==> src/rtl/exp6_exibe_sequencia_if.sv <==
// rtl/exp6_exibe_sequencia_if.sv - sequence memory read bus between display FSM and memory
interface exp6_exibe_sequencia_if #(
  parameter int ADDR_W = 4,
  parameter int DATA_W = 4
);
  logic [ADDR_W-1:0] mem_endereco;
  logic [DATA_W-1:0] mem_dado;

  // The display FSM drives the address; the memory answers combinationally.
  modport master (output mem_endereco, input mem_dado);
  modport slave  (input mem_endereco, output mem_dado);
endinterface

==> src/rtl/exp6_exibe_sequencia.sv <==
// rtl/exp6_exibe_sequencia.sv - shows stored moves 0..limite on the LEDs; optional EXIBE_PAUSA_EN adds a pausa input
module exp6_exibe_sequencia #(
  parameter int ADDR_W = 4,
  parameter int DATA_W = 4,
  parameter int T_ON   = 500,
  parameter int T_OFF  = 250
) (
  input  logic              clock,
  input  logic              reset,
  input  logic              iniciar,
  input  logic [ADDR_W-1:0] limite,
`ifdef EXIBE_PAUSA_EN
  input  logic              pausa,
`endif
  exp6_exibe_sequencia_if.master mem,
  output logic [DATA_W-1:0] leds,
  output logic              exibindo,
  output logic              pronto,
  output logic [3:0]        db_estado
);

  localparam int T_MAX = (T_ON > T_OFF) ? T_ON : T_OFF;
  localparam int TW    = $clog2(T_MAX + 1);
  localparam logic [TW-1:0] TON_LAST  = TW'(T_ON - 1);
  localparam logic [TW-1:0] TOFF_LAST = TW'(T_OFF - 1);

  typedef enum logic [3:0] {
    OCIOSO  = 4'h0,
    PREPARA = 4'h1,
    CARREGA = 4'h2,
    ACENDE  = 4'h3,
    APAGA   = 4'h4,
    PROXIMO = 4'h5,
    FIM     = 4'hF
  } estado_t;

  estado_t           estado;
  logic [TW-1:0]     timer;
  logic [ADDR_W-1:0] endereco;
  logic [ADDR_W-1:0] limite_reg;
  logic              congela;

  // Freezing only matters in the lit/blank phases; elsewhere it is ignored.
`ifdef EXIBE_PAUSA_EN
  assign congela = pausa;
`else
  assign congela = 1'b0;
`endif

  assign mem.mem_endereco = endereco;
  assign db_estado        = estado;

  // Display sequencer: state, timer, address and all registered outputs.
  always_ff @(posedge clock or negedge reset) begin
    if (!reset) begin
      estado     <= OCIOSO;
      timer      <= '0;
      endereco   <= '0;
      limite_reg <= '0;
      leds       <= '0;
      exibindo   <= 1'b0;
      pronto     <= 1'b0;
    end else begin
      pronto <= 1'b0;
      case (estado)
        OCIOSO: begin
          if (iniciar) begin
            estado   <= PREPARA;
            exibindo <= 1'b1;
          end
        end
        PREPARA: begin
          endereco   <= '0;
          timer      <= '0;
          limite_reg <= limite;
          estado     <= CARREGA;
        end
        CARREGA: begin
          leds   <= mem.mem_dado;
          timer  <= '0;
          estado <= ACENDE;
        end
        ACENDE: begin
          if (!congela) begin
            if (timer == TON_LAST) begin
              timer  <= '0;
              leds   <= '0;
              estado <= APAGA;
            end else begin
              timer <= timer + 1'b1;
            end
          end
        end
        APAGA: begin
          if (!congela) begin
            if (timer == TOFF_LAST) begin
              timer <= '0;
              if (endereco == limite_reg) begin
                estado   <= FIM;
                exibindo <= 1'b0;
                pronto   <= 1'b1;
              end else begin
                estado <= PROXIMO;
              end
            end else begin
              timer <= timer + 1'b1;
            end
          end
        end
        PROXIMO: begin
          endereco <= endereco + 1'b1;
          estado   <= CARREGA;
        end
        FIM: begin
          estado <= OCIOSO;
        end
        default: begin
          estado   <= OCIOSO;
          exibindo <= 1'b0;
          leds     <= '0;
        end
      endcase
    end
  end

endmodule

==> src/flat_wrapper.sv <==
// flat-port wrapper written by rule: the top's interface ports become plain ports
module exp6_exibe_sequencia_flat 
#(
  parameter int ADDR_W = 4,
  parameter int DATA_W = 4,
  parameter int T_ON   = 500,
  parameter int T_OFF  = 250
)
  (clock, reset, iniciar, limite, leds, exibindo, pronto, db_estado, mem_mem_endereco, mem_mem_dado);
  exp6_exibe_sequencia_if #(.ADDR_W(ADDR_W), .DATA_W(DATA_W)) mem_i ();
  input  logic clock;
  input  logic reset;
  input  logic iniciar;
  input  logic [ADDR_W-1:0] limite;
  output logic [DATA_W-1:0] leds;
  output logic exibindo;
  output logic pronto;
  output logic [3:0] db_estado;
  output wire logic [$bits(mem_i.mem_endereco)-1:0] mem_mem_endereco;
  input wire logic [$bits(mem_i.mem_dado)-1:0] mem_mem_dado;
  assign mem_mem_endereco = mem_i.mem_endereco;
  assign mem_i.mem_dado = mem_mem_dado;
  exp6_exibe_sequencia #(.ADDR_W(ADDR_W), .DATA_W(DATA_W), .T_ON(T_ON), .T_OFF(T_OFF)) u_core (.clock(clock), .reset(reset), .iniciar(iniciar), .limite(limite), .mem(mem_i), .leds(leds), .exibindo(exibindo), .pronto(pronto), .db_estado(db_estado));
endmodule
==> config.mk <==
export PLATFORM = sky130hd
export DESIGN_NAME = exp6_exibe_sequencia_flat
export DESIGN_NICKNAME = d
export VERILOG_FILES = /design/src/rtl/exp6_exibe_sequencia_if.sv /design/src/rtl/exp6_exibe_sequencia.sv /design/src/flat_wrapper.sv
export SDC_FILE = /design/constraint.sdc
export NUM_CORES = 1
export LEC_CHECK = 0
export BUFFER_PORTS_ARGS = -buffer_cell sky130_fd_sc_hd__buf_2
export CORE_ASPECT_RATIO = 0.8
export CORE_MARGIN = 5
export CORE_UTILIZATION = 37
export CTS_CLUSTER_DIAMETER = 100
export DETAILED_ROUTE_END_ITERATION = 10
export GPL_ROUTABILITY_DRIVEN = 1
export PLACE_DENSITY_LB_ADDON = 0.05
export SYNTH_ARGS = -nofsm -noshare
export SYNTH_HDL_FRONTEND = slang
export SYNTH_SLANG_ARGS = --single-unit
==> constraint.sdc <==
create_clock -name clock -period 1.9 [get_ports clock]
set_input_delay 0.475 -clock clock [delete_from_list [all_inputs] [get_ports clock]]
set_output_delay 0.475 -clock clock [all_outputs]
set_load 0.05 [all_outputs]
==> flow_summary.yaml, run 1 <==
logic_synthesis:
  top_area_cell_type_share_of_the_netlist_area_pct: 48.1
  synth_top_area_cell: "sky130_fd_sc_hd__dfrtp_1"
  ys_async_sr_fraction_pct: 100
  postSynthRegisterBits: 27
  edff_count_synth: 0
  ys_top_cells_by_area: "sky130_fd_sc_hd__dfrtp_1 48%, sky130_fd_sc_hd__a21oi_1 3.2%, sky130_fd_sc_hd__o21ai_0 3.2%"
  synthesis.yosys.warnings: 0
  post_synth_instance_area_sq_um: 1400
  post_synth.cell_area_avg_sq_um: 10.1
  synth_cell_types: 37
  synthesis.instances: 139
  syn-num-nets: 153
  most_used_dff_post_synth: "sky130_fd_sc_hd__dfrtp_1"
  synth_seq_area_share_pct: 48.1
detailed_routing:
  postRouteAntennaNets: 0
  routed-via-count: 1216
  drtIter0Drc: 126
  detail_route.first_pass.iterations: 5
  wirelength_mm: 3.16
  route.detailed.vias_per_inst: 5.45
  wl_per_cell_um: 14.2
  post-route-drc-count: 0
timing:
  min_period_ps: 1800
  min_period_over_period_pct: 94.8
  fmaxAchievable_mhz: 555
  grt_setup_unrepaired: "no"
  setup_total_negative_slack_ps: 0
  finish_stage_setup_viols: 0
  worst_slew_pin_slew_ps: 591
  max_slew_margin_vs_limit_pct: 60.6
  worst_slack_ps: 99.0
  hold_viol_final: 0
  worst_clock_skew_ps: 6.33
  timing.final.max_slew_violations: 0
clock_tree:
  cts.hold.buffers_added: 0
  cts.htree.levels: 1
  cts_root_buf: "sky130_fd_sc_hd__clkbuf_8"
  worst_skew_pair.late_latency_ps: 270
  clock-sinks: 27
  clockBufferDepth: 2
  path_clk_slew_ps: 90
  cts_inserted_buffers: 3
  cts_tree: "built"
global_routing:
  track_usage_pct: 13.9
  wire_length_of_the_first_global_routing_pass_mm: 5.67
  grt_overflow: 0
  antenna_violations_before_repair: 0
  maximum_number_of_pins_on_one_net_before_global_route_repair: 28
  via_count_of_the_first_global_routing_pass: 1168
finish:
  flow.area_growth_from_synthesis_pct: 24.2
  number_of_flip_flops_in_the_largest_register: 9
  fraction_of_layout_cells_with_a_size_suffix_above_1_pct: 34.1
  area.sequential_sq_um: 682
  multi_input_gate_area_in_the_final_layout_sq_um: 696
  largest_register: "u_core.timer"
  share_of_the_core_filled_with_cells_pct: 46.8
  diodes: 0
  layoutNonFillerInstCount: 223
  layout.nets: 194
  num-fill-cells: 369
die:
  die_y_um: 65.1
  placeableCoreArea_sq_um: 3730
  initial_standard_cell_utilization_of_the_core_pct: 37.7
  floorplan.rows: 20
  dieWidth_um: 78.9
  fp.dieArea_sq_um: 5130
  io_pins: 25
pwr:
  cellLeakagePower_nw: 0.811
  vdd_ir_drop_max_uv: 309
  p_per_area_nw_per_um2: 524
  power.total_mw: 0.914
setup_path:
  timing.critical_path.slowest_cell_delay_ps: 440
  cp_cell_sequence: "nor4b_4, o41ai_4, nand2_2, buf_4, or2b_1, a31oi_1"
  critical_path.max_fanout: 8
  kind_of_critical_path: "flop to flop"
  cp_slowest_cell: "sky130_fd_sc_hd__dfrtp_1"
  path_delay_family: "simple AND/OR/NAND/NOR gates"
  critical_path_arrival_ps: 1990
  path_buf_inv: 1
  timing.rr.start: "u_core.db_estado[1]$_DFFE_PN0P_"
  cp_data_required_time_ps: 2090
  setup.worst_path.start: "u_core.db_estado[1]$_DFFE_PN0P_"
  crit_path_start_kind: "flop"
  endpoint_kind: "flop"
status:
  run_status: "finished, final reports clean"
place:
  gp_congestion: 0.789
  post-place-cells: 214
  dp_hpwl_mm: 2.30
  worst_slack_at_placement_ps: 98.2
  port_buffers: 24
worst_hold_path:
  timing.hold.worst.class: "primary input to async pin"
flow_run:
  maxCapViolCount: 0
-- cell families (layout without fill, tap and decap cells) --
kind of cell / Yosys count / count (layout) / share of synthesized area (%)
DFF: 27 / 27 / 48.1
AOI/OAI and AO/OA: 34 / 34 / 16.6
and+or+nand+nor: 52 / 52 / 20.2
adders and majority gates: 3 / 3 / 2.67
buffers and inverters: 10 / 50 / 3.30
xor gates and xnor gates: 6 / 6 / 3.74
muxes: 7 / 7 / 5.35
-- final cells by class --
| cell class | count | share of cell area, % |
|---|---|---|
| multi-input combinational | 102 | 39.9 |
| inverter | 5 | 1.08 |
| tap | 44 | 3.16 |
| timing repair buffer | 41 | 14.2 |
| sequential | 27 | 39.1 |
| clock buffer | 4 | 2.58 |
-- stage by stage --
step           cell area (sq um)  hold WS [ps]
5_1_grt                     1740           253
6_report                    1740           197
4_1_cts                     1690           223
3_5_place_dp                1650           480
3_3_place_gp                1650           477
2_1_floorplan               1410           179
-- metal layers --
metal | global-route usage, % | share of wire (%) | up-vias | wire length, um
li1 | - | - | 588 | -
met1 | 19.4 | 49 | 579 | 1540
met2 | 20.8 | 44 | 45 | 1390
met3 | 4.25 | 6.6 | 4 | 209
met4 | 3.86 | 0.92 | 0 | 29
met5 | 0 | 0 | - | 0
-- cells in the mapped netlist, types with 3 or more instances --
cell,n
sky130_fd_sc_hd__a31oi_1,3
sky130_fd_sc_hd__a21oi_1,9
sky130_fd_sc_hd__ha_1,3
sky130_fd_sc_hd__nand3_1,6
sky130_fd_sc_hd__a22o_1,4
sky130_fd_sc_hd__mux2_2,4
sky130_fd_sc_hd__nand2_1,12
sky130_fd_sc_hd__mux2i_1,3
sky130_fd_sc_hd__xnor2_1,5
sky130_fd_sc_hd__o21ai_0,9
sky130_fd_sc_hd__nor3_1,3
sky130_fd_sc_hd__clkbuf_1,3
sky130_fd_sc_hd__nand4_1,4
sky130_fd_sc_hd__inv_1,5
sky130_fd_sc_hd__dfrtp_1,27
sky130_fd_sc_hd__nor2_1,12
sky130_fd_sc_hd__and3_1,3
-- worst register-to-register path, cell delays in order (launching register included) --
cell	delay, ps
sky130_fd_sc_hd__dfrtp_1	440
sky130_fd_sc_hd__nor4b_4	440
sky130_fd_sc_hd__o41ai_4	160
sky130_fd_sc_hd__nand2_2	160
sky130_fd_sc_hd__buf_4	130
sky130_fd_sc_hd__or2b_1	220
sky130_fd_sc_hd__a31oi_1	170
-- layout by cell type, fill, tap and decap left out, types with 4 or more instances in the layout --
cell / count
sky130_fd_sc_hd__a22o_1: 4
sky130_fd_sc_hd__nand2_1: 12
sky130_fd_sc_hd__inv_1: 5
sky130_fd_sc_hd__dfrtp_1: 22
sky130_fd_sc_hd__xnor2_1: 5
sky130_fd_sc_hd__dfrtp_2: 5
sky130_fd_sc_hd__mux2_2: 4
sky130_fd_sc_hd__o21ai_0: 9
sky130_fd_sc_hd__nor2_1: 12
sky130_fd_sc_hd__buf_2: 24
sky130_fd_sc_hd__buf_4: 17
sky130_fd_sc_hd__a21oi_1: 9
sky130_fd_sc_hd__nand4_1: 4
sky130_fd_sc_hd__nand3_1: 6
-- repair_timing --
item	CTS	global route
endpoints found under the hold margin	0	0
gates resized for setup	0	4
buffers inserted	0	5
endpoints found under the setup margin	0	7
-- power breakdown --
group	switching, mW	leakage (nW)	internal [mW]
Combinational	0.0143	0.447	0.00771
Sequential	0	0.342	0.574
Clock	0.168	0.0228	0.150
-- final timing paths --
path / end / slack (ps) / cells after the start
max: u_core.timer[2]$_DFFE_PN0P_ / 100 / 6
min: u_core.leds[0]$_DFFE_PN0P_ / 200 / 1
max reg2reg: u_core.timer[2]$_DFFE_PN0P_ / 100 / 6
min reg2reg: u_core.leds[1]$_DFFE_PN0P_ / 500 / 1
max in group asynchronous: u_core.timer[0]$_DFFE_PN0P_ / 1270 / 1
min in group clock: u_core.leds[0]$_DFFE_PN0P_ / 420 / 2
(Power assumes the default switching activity.)
==> run 2: changes to the inputs <==
- CORE_UTILIZATION: 37 -> 42
- clock period: 1.9 -> 1.8 ns (I/O delays scaled with it)
==> run 2 against run 1 <==
Compared with the run above:
- cell area is essentially flat
- sequential share of layout area is 0.10 points lower
- utilization grew 8.6 points
- largest cell class unchanged
- register-to-register slack is essentially flat
- cell count shrank 1.8%
- clock power up 8.8%
- via count is 5.1% lower
- power rose by 6.6%
- critical endpoint is now u_core.timer[3]$_DFFE_PN0P_
- combinational power up 6%
- sequential power up 5.6%
- first-iteration DRC count fell by 37%
- maximum frequency is 5.7% higher
==> flow_summary.yaml, run 2 (synthesized netlist as in run 1, its figures left out) <==
setup_path:
  critical_path.max_fanout: 6
  endpoint_kind: "flop"
  critical_path_arrival_ps: 1870
  cp_cell_sequence: "inv_1, ha_1, nand2_1, o41ai_4, nand2_2, and3_1, a221o_1"
  path_delay_family: "compound AO/OA/AOI/OAI gates"
  cp_data_required_time_ps: 1970
  kind_of_critical_path: "flop to flop"
  timing.critical_path.slowest_cell_delay_ps: 420
  path_buf_inv: 1
  crit_path_start_kind: "flop"
  cp_slowest_cell: "sky130_fd_sc_hd__dfrtp_1"
die:
  dieWidth_um: 74.6
  placeableCoreArea_sq_um: 3150
  initial_standard_cell_utilization_of_the_core_pct: 44.5
  floorplan.rows: 18
  io_pins: 25
  die_y_um: 61.7
  fp.dieArea_sq_um: 4610
timing:
  worst_slack_ps: 96.5
  grt_setup_unrepaired: "yes"
  worst_clock_skew_ps: 8.65
  fmaxAchievable_mhz: 587
  min_period_over_period_pct: 94.6
  worst_slew_pin_slew_ps: 607
  timing.final.max_slew_violations: 0
  min_period_ps: 1700
  finish_stage_setup_viols: 0
  max_slew_margin_vs_limit_pct: 59.5
  setup_total_negative_slack_ps: 0
  hold_slack_ps: 175
  hold_viol_final: 0
clock_tree:
  cts_inserted_buffers: 3
  cts_root_buf: "sky130_fd_sc_hd__clkbuf_8"
  worst_skew_pair.late_latency_ps: 270
  clockBufferDepth: 2
  cts_tree: "built"
  path_clk_slew_ps: 100
  ctsResizeCount: 0
  post-cts-setup-buffers: 0
  cts.hold.buffers_added: 0
  cts.htree.levels: 1
  clock-sinks: 27
finish:
  mostFrequentLayoutCell: "sky130_fd_sc_hd__buf_2"
  diodes: 0
  fraction_of_layout_cells_with_a_size_suffix_above_1_pct: 34.1
  num-fill-cells: 289
  largest_register: "u_core.timer"
  layoutNonFillerInstCount: 219
  layout.nets: 194
  flow.area_growth_from_synthesis_pct: 24.3
  most-common-layout-cells: "24 x sky130_fd_sc_hd__buf_2, 23 x sky130_fd_sc_hd__dfrtp_1, 16 x sky130_fd_sc_hd__buf_4"
  number_of_flip_flops_in_the_largest_register: 9
pwr:
  power.total_mw: 0.975
  p_per_area_nw_per_um2: 559
  cellLeakagePower_nw: 0.817
  vdd_ir_drop_max_uv: 455
global_routing:
  antenna_violations_before_repair: 0
  track_usage_pct: 15.0
  maximum_number_of_pins_on_one_net_before_global_route_repair: 28
  wire_length_of_the_first_global_routing_pass_mm: 5.35
  via_count_of_the_first_global_routing_pass: 1126
  grt_overflow: 0
flow_run:
  maxCapViolCount: 0
place:
  gp_congestion: 0.863
  dp_hpwl_mm: 2.35
  worst_slack_at_placement_ps: 32.7
  port_buffers: 24
  post-place-cells: 215
detailed_routing:
  drtIter0Drc: 80
  postRouteAntennaNets: 0
  detail_route.first_pass.iterations: 4
  route.detailed.vias_per_inst: 5.27
  routed-via-count: 1154
  post-route-drc-count: 0
  wirelength_mm: 3.02
  wl_per_cell_um: 13.8
worst_hold_path:
  timing.hold.worst.class: "primary input to async pin"
status:
  run_status: "finished, final reports clean"
==> run 2: cell count changes in the layout (fill, tap and decap cells not counted), sizes merged <==
| cell | delta |
|---|---|
| clkinvlp | +1 |
| clkbuf | -1 |
==> run 2: through the flow <==
step,instance area (sq um),util [%]
2_1_floorplan,1410,-
3_3_place_gp,1680,53.3
3_5_place_dp,1680,53.3
4_1_cts,1730,54.8
5_1_grt,1750,55.4
6_report,1750,55.4
==> run 2: where the power goes <==
group	internal, mW	switching, mW
registers	0.606	0
logic	0.00814	0.0152
clock network	0.157	0.189
total	0.771	0.204
==> run 2: final timing paths <==
check                                                  from                                      to  slack (ps)  depth (start not counted)
min in group clock                          mem_mem_dado[1]              u_core.leds[1]$_DFFE_PN0P_         400                          2
worst max register to register  u_core.timer[1]$_DFFE_PN0P_             u_core.timer[3]$_DFFE_PN0P_         100                          7
worst min register to register   u_core.leds[1]$_DFFE_PN0P_              u_core.leds[1]$_DFFE_PN0P_         500                          1
worst min-delay path                                  reset  u_core.mem.mem_endereco[0]$_DFFE_PN0P_         180                          1
max in group asynchronous                             reset         u_core.db_estado[3]$_DFFE_PN0P_        1200                          1
worst max-delay path            u_core.timer[1]$_DFFE_PN0P_             u_core.timer[3]$_DFFE_PN0P_         100                          7
==> run 2: cell type report <==
cell class | count | area (sq um) | share of cell area, %
repair buffers | 41 | 251 | 14.4
clock buffers | 3 | 41.3 | 2.37
well taps | 40 | 50.0 | 2.87
multi-input cells | 102 | 696 | 39.9
flip-flops and latches | 27 | 681 | 39.0
inverters | 5 | 18.8 | 1.08
clock inverters | 1 | 7.51 | 0.430
==> run 2: layer usage <==
layer  up-vias  global-route usage [%]  part of all wire (%)
li1        580                       -                     -
met1       548                    21.6                    53
met2        24                    23.9                    42
met3         2                    3.70                   4.4
met4         0                    1.52                  0.46
met5         -                       0                     0
